`src/rtl/axis_pkg.sv`:
```
// Shared definitions for the AXI-Stream packet FIFO: default sizing and beat layout.
package axis_pkg;

  localparam int AXIS_DATA_W = 8;
  localparam int AXIS_DEPTH  = 16;

  typedef struct packed {
    logic                   last;
    logic [AXIS_DATA_W-1:0] data;
  } axis_beat_t;

endpackage

```
`src/rtl/axis_fifo_mem.sv`:
```
// Simple dual-port beat storage: synchronous write port, asynchronous read port.
// Contents are deliberately not reset; validity is tracked by the pointers.
module axis_fifo_mem #(
  parameter  int WIDTH = 9,
  parameter  int DEPTH = 16,
  localparam int AW    = $clog2(DEPTH)
) (
  input  logic             clk,
  input  logic             i_we,
  input  logic [AW-1:0]    i_waddr,
  input  logic [WIDTH-1:0] i_wdata,
  input  logic [AW-1:0]    i_raddr,
  output logic [WIDTH-1:0] o_rdata
);

  logic [WIDTH-1:0] r_mem [DEPTH];

  // Write port: store the beat at the write index on the rising edge.
  always_ff @(posedge clk) begin
    if (i_we) begin
      r_mem[i_waddr] <= i_wdata;
    end
  end

  assign o_rdata = r_mem[i_raddr];

endmodule

```
`src/rtl/axis_pkt_fifo.sv`:
```
// Packet-aware AXI-Stream FIFO. Beats are held back until a complete packet is
// stored (store-and-forward); a packet larger than the buffer switches to
// cut-through until its last beat leaves, so it cannot deadlock the FIFO.
module axis_pkt_fifo
  import axis_pkg::*;
#(
  parameter int DATA_W = AXIS_DATA_W,
  parameter int DEPTH  = AXIS_DEPTH
) (
  input  logic                   clk,
  input  logic                   rst,
  input  logic [DATA_W-1:0]      s_data,
  input  logic                   s_valid,
  input  logic                   s_last,
  output logic                   s_ready,
  output logic [DATA_W-1:0]      m_data,
  output logic                   m_valid,
  output logic                   m_last,
  input  logic                   m_ready,
  output logic [$clog2(DEPTH):0] level,
  output logic [$clog2(DEPTH):0] pkt_count,
  output logic                   cut_through
);

  localparam int AW = $clog2(DEPTH);
  localparam int PW = AW + 1;

  logic [PW-1:0]     r_wr_ptr;
  logic [PW-1:0]     r_rd_ptr;
  logic [PW-1:0]     r_level;
  logic [PW-1:0]     r_pkt_count;
  logic              r_cut;

  logic              w_full;
  logic              w_empty;
  logic              w_wr;
  logic              w_rd;
  logic              w_wr_last;
  logic              w_rd_last;
  logic [DATA_W:0]   w_wdata;
  logic [DATA_W:0]   w_rdata;

  // Pointer MSB is the wrap bit: equal indexes with differing wrap bits means full.
  assign w_empty   = (r_wr_ptr == r_rd_ptr);
  assign w_full    = (r_wr_ptr[AW-1:0] == r_rd_ptr[AW-1:0]) &&
                     (r_wr_ptr[AW] != r_rd_ptr[AW]);

  // Ready never depends on a same-cycle read; a slot freed while full is offered next cycle.
  assign s_ready   = !rst && !w_full;
  assign m_valid   = !rst && !w_empty && ((r_pkt_count != '0) || r_cut);

  assign w_wr      = s_valid && s_ready;
  assign w_rd      = m_valid && m_ready;
  assign w_wr_last = w_wr && s_last;
  assign w_rd_last = w_rd && m_last;

  assign w_wdata   = {s_last, s_data};
  assign m_last    = w_rdata[DATA_W];
  assign m_data    = w_rdata[DATA_W-1:0];

  assign level       = r_level;
  assign pkt_count   = r_pkt_count;
  assign cut_through = r_cut;

  axis_fifo_mem #(
    .WIDTH (DATA_W + 1),
    .DEPTH (DEPTH)
  ) u_mem (
    .clk     (clk),
    .i_we    (w_wr),
    .i_waddr (r_wr_ptr[AW-1:0]),
    .i_wdata (w_wdata),
    .i_raddr (r_rd_ptr[AW-1:0]),
    .o_rdata (w_rdata)
  );

  // Pointers and beat level: advance on handshakes only; reset discards everything stored.
  always_ff @(posedge clk) begin
    if (rst) begin
      r_wr_ptr <= '0;
      r_rd_ptr <= '0;
      r_level  <= '0;
    end else begin
      if (w_wr) begin
        r_wr_ptr <= r_wr_ptr + PW'(1);
      end
      if (w_rd) begin
        r_rd_ptr <= r_rd_ptr + PW'(1);
      end
      case ({w_wr, w_rd})
        2'b10:   r_level <= r_level + PW'(1);
        2'b01:   r_level <= r_level - PW'(1);
        default: r_level <= r_level;
      endcase
    end
  end

  // Complete-packet count: a last beat in adds one, a last beat out removes one.
  always_ff @(posedge clk) begin
    if (rst) begin
      r_pkt_count <= '0;
    end else begin
      case ({w_wr_last, w_rd_last})
        2'b10:   r_pkt_count <= r_pkt_count + PW'(1);
        2'b01:   r_pkt_count <= r_pkt_count - PW'(1);
        default: r_pkt_count <= r_pkt_count;
      endcase
    end
  end

  // Cut-through: entered when the buffer is full of a single unfinished packet,
  // left when that packet's last beat is read.
  always_ff @(posedge clk) begin
    if (rst) begin
      r_cut <= 1'b0;
    end else if (w_full && (r_pkt_count == '0)) begin
      r_cut <= 1'b1;
    end else if (w_rd_last) begin
      r_cut <= 1'b0;
    end
  end

endmodule

```
`config.mk`:
```
export PLATFORM = sky130hd
export DESIGN_NAME = axis_pkt_fifo
export DESIGN_NICKNAME = d
export VERILOG_FILES = /design/src/rtl/axis_pkg.sv /design/src/rtl/axis_fifo_mem.sv /design/src/rtl/axis_pkt_fifo.sv
export SDC_FILE = /design/constraint.sdc
export NUM_CORES = 1
export LEC_CHECK = 0
export ABC_AREA = 0
export ABC_CLOCK_PERIOD_IN_PS = 4410
export BUFFER_PORTS_ARGS = -buffer_cell sky130_fd_sc_hd__buf_2
export CAP_MARGIN = 40
export CORE_AREA = 2 2 136 138
export CTS_CLUSTER_DIAMETER = 50
export DETAILED_ROUTE_END_ITERATION = 10
export DIE_AREA = 0 0 138 140
export MAX_ROUTING_LAYER = met4
export PLACE_DENSITY_LB_ADDON = 0.15
export REMOVE_ABC_BUFFERS = 1
export SLEW_MARGIN = 20
export SYNTH_ARGS = -nofsm -noshare
export SYNTH_HDL_FRONTEND = slang
export SYNTH_SLANG_ARGS = --single-unit
```
`constraint.sdc`:
```
create_clock -name clk -period 4.41 [get_ports clk]
set_input_delay 0.441 -clock clk [delete_from_list [all_inputs] [get_ports clk]]
set_output_delay 0.441 -clock clk [all_outputs]
set_load 0.02 [all_outputs]
```
==> results.json <==
{
  "overflow": 0,
  "grt_usage": 0.159,
  "finClkSkew_ns": 0.0125,
  "crit_end": "pkt_count[4]",
  "required_ns": 4.77,
  "final_nets": 461,
  "clkSinkCount": 169,
  "r2r_cells": 12,
  "dieArea_mm2": 0.0193,
  "met2_usage": 0.243,
  "initial_core_util": 0.393,
  "drt_iter0_markers": 237,
  "synth_simple_gate_area_frac": 0.0444,
  "netlist_instances": 376,
  "crit-reg2reg-launch": "r_wr_ptr[3]",
  "hpwl_mm": 8.74,
  "area_growth_pct": 15.7,
  "synth_fa_ha_area_frac": 0.0290,
  "synth_top_family_by_area": "multiplexers",
  "final_cell_mix": "edfxtp_1, buf_2, nor2_1",
  "first_pass_iters": 4,
  "synth_mux_area_frac": 0.168,
  "final-seq-area_mm2": 0.00483,
  "clkTransAtPathRegs_ns": 0.06,
  "die_h_um": 140,
  "slew_viol_final": 0,
  "rr_endpoint": "pkt_count[4]",
  "core-area_mm2": 0.0178,
  "ios": 35,
  "post-route-drc-count": 0,
  "wl_mm": 14.1,
  "finalCritPeriodShare": 0.780,
  "cp.arrival_ns": 3.80,
  "insertion_delay_ns": 0.43,
  "busiest_layer": "met2",
  "crit_fanout": 10,
  "syn_area_mm2": 0.00698,
  "synth_cell_types": 40,
  "grt_pass1_vias": 3574,
  "grtUsageMet1": 0.210,
  "num_antenna_cells": 0,
  "grt_pass1_wl_mm": 21.7,
  "power.density_mw_per_mm2": 402,
  "drive_gt1_frac": 0.262,
  "timing.fmax_mhz": 291,
  "timing_worst_setup_path_type": "flip-flop to flip-flop",
  "antenna_left": 0,
  "gp_congestion": 0.791,
  "num_rows": 49,
  "pre_cts_slack_ns": 0.967,
  "max_cap_viol_count": 0,
  "final_cells": 675,
  "place_inst": 643,
  "ys_ff_latch": 169,
  "multi_input_area_mm2": 0.00204,
  "hold_path_class": "input port to flip-flop",
  "peakVddDrop_mv": 0.309,
  "vias": 3549,
  "hold_viol_final": 0,
  "placed_area_mm2": 0.00752,
  "layout_commonest_cell": "edfxtp_1",
  "place.port_buffers": 34,
  "cts-root-buf": "clkbuf_16",
  "routedWlPerCell_um": 20.8,
  "rsz0062_at_grt": "false",
  "syn_avg_cell_area_um2": 18.6,
  "fin_crit_ns": 3.44,
  "cts_max_level": 4,
  "tns_ns": 0,
  "synth_compound_area_frac": 0.0285,
  "cts_tree": "done",
  "grt_max_degree": 33,
  "worst_pin_slew_ns": 0.631,
  "routed_via_density": 5.26,
  "cts_setup_buffers": 0,
  "end_kind": "flip-flop",
  "crit_path_start_kind": "flip-flop",
  "postLayoutCellArea_mm2": 0.00808,
  "yosysSeqAreaShare": 0.691,
  "ctsLongestPathBuffers": 2,
  "setup_slack_ns": 0.970,
  "crit_path_start": "r_wr_ptr[3]",
  "antenna_found_initial": 0,
  "finalSetupViolations": 0,
  "relSlewSlack": 0.576,
  "whs_ns": 0.391,
  "synth_xor_area_frac": 0.0174,
  "grt_use_met3": 0.0379,
  "status": "finished, final reports clean",
  "p_leak_uw": 0.00275,
  "r2r_setup_slack_ns": 0.97,
  "cts_hold_buf": 0,
  "ctsResizeCount": 0,
  "yosysWarnings": 0,
  "fill_cells": 1546,
  "die_w_um": 138,
  "numCtsBuffers": 17
}
how the worst min path moves through the flow:
stage                start                 end  slack (ns)  cells past startpoint
5_1_grt          s_data[4]  u_mem.r_mem[12][4]        0.39                      1
6_report         s_data[3]   u_mem.r_mem[1][3]        0.39                      1
3_3_place_gp      level[4]            level[4]        0.48                      2
4_1_cts          s_data[5]   u_mem.r_mem[0][5]        0.38                      1
3_5_place_dp      level[4]            level[4]        0.49                      2
2_1_floorplan  r_rd_ptr[1]           flip-flop        0.48                      2
layer usage:
metal	routed length, µm	up-vias	part of all wire
met1	6620	1853	0.47
li1	-	1617	-
met4	180	0	0.013
met2	6780	65	0.48
met5	0	-	0
met3	470	14	0.033
cells by family (layout without fill, tap and decap cells):
kind of cell	count (synthesis)	after routing
xor+xnor	13	13
compound gates	30	30
buf+inv	31	101
flops	169	169
mux	52	52
simple gates	66	66
fa+ha+maj	15	15
flip-flops by register name, indices dropped and copies added (netlist names), named ones only:
signal,cells
u_mem.r_mem,144
level,5
pkt_count,5
r_rd_ptr,5
r_wr_ptr,5
cut_through,1
power by group:
group	switching (µW)	internal (µW)
Sequential	9.48	1750
Clock	609	778
Combinational	67.6	38.1
Total	686	2560
critical path, stage by stage, from the launching register on:
cell	delay (ns)
dfxtp_1	0.57
xor2_1	0.13
nor4_2	0.57
a21oi_2	0.27
nand2_1	0.13
ha_1	0.22
inv_1	0.09
fa_1	0.38
nor2b_1	0.16
o21ai_0	0.12
and3_1	0.20
or4_1	0.39
a21oi_1	0.15
Yosys cell counts:
library cell / number / area (µm²)
a2111oi_2: 1 / 15.0
a21o_1: 2 / 15.0
a21o_2: 1 / 8.76
a21oi_1: 14 / 70.1
a21oi_2: 1 / 8.76
and2_2: 1 / 7.51
and3_1: 2 / 12.5
buf_1: 2 / 7.51
buf_2: 1 / 5.00
buf_6: 5 / 56.3
clkbuf_1: 8 / 30.0
dfxtp_1: 25 / 500
edfxtp_1: 144 / 4320
fa_1: 2 / 40.0
ha_1: 13 / 163
inv_1: 14 / 52.6
inv_2: 1 / 3.75
mux2_2: 1 / 11.3
mux2i_1: 7 / 70.1
mux4_1: 26 / 683
mux4_2: 18 / 405
nand2_1: 15 / 56.3
nand2b_1: 2 / 12.5
nand3_1: 2 / 10.0
nand4_1: 1 / 6.26
nor2_1: 28 / 105
nor2b_1: 4 / 25.0
nor3_1: 6 / 30.0
nor4_2: 1 / 12.5
o211ai_1: 1 / 7.51
o21ai_0: 3 / 15.0
o21ai_1: 1 / 5.00
o311ai_2: 1 / 16.3
o31ai_1: 5 / 37.5
or3_1: 1 / 6.26
or4_1: 2 / 15.0
or4_4: 1 / 11.3
xnor2_1: 5 / 43.8
xnor2_2: 1 / 16.3
xor2_1: 7 / 61.3
layout make-up:
class | count | area share
clock buffer | 18 | 0.0531
sequential | 169 | 0.597
tap | 229 | 0.0355
multi-input combinational | 176 | 0.252
inverter | 15 | 0.00697
clock inverter | 14 | 0.0156
timing repair buffer | 54 | 0.0396
metrics by stage:
stage | utilization | total power [µW]
finish | 0.454 | 3250
global route | 0.454 | 3370
CTS | 0.454 | 3280
detailed placement | 0.423 | 1900
global placement | 0.423 | 1890
floorplan | - | 1850
Power figures use the tool's default switching activity.
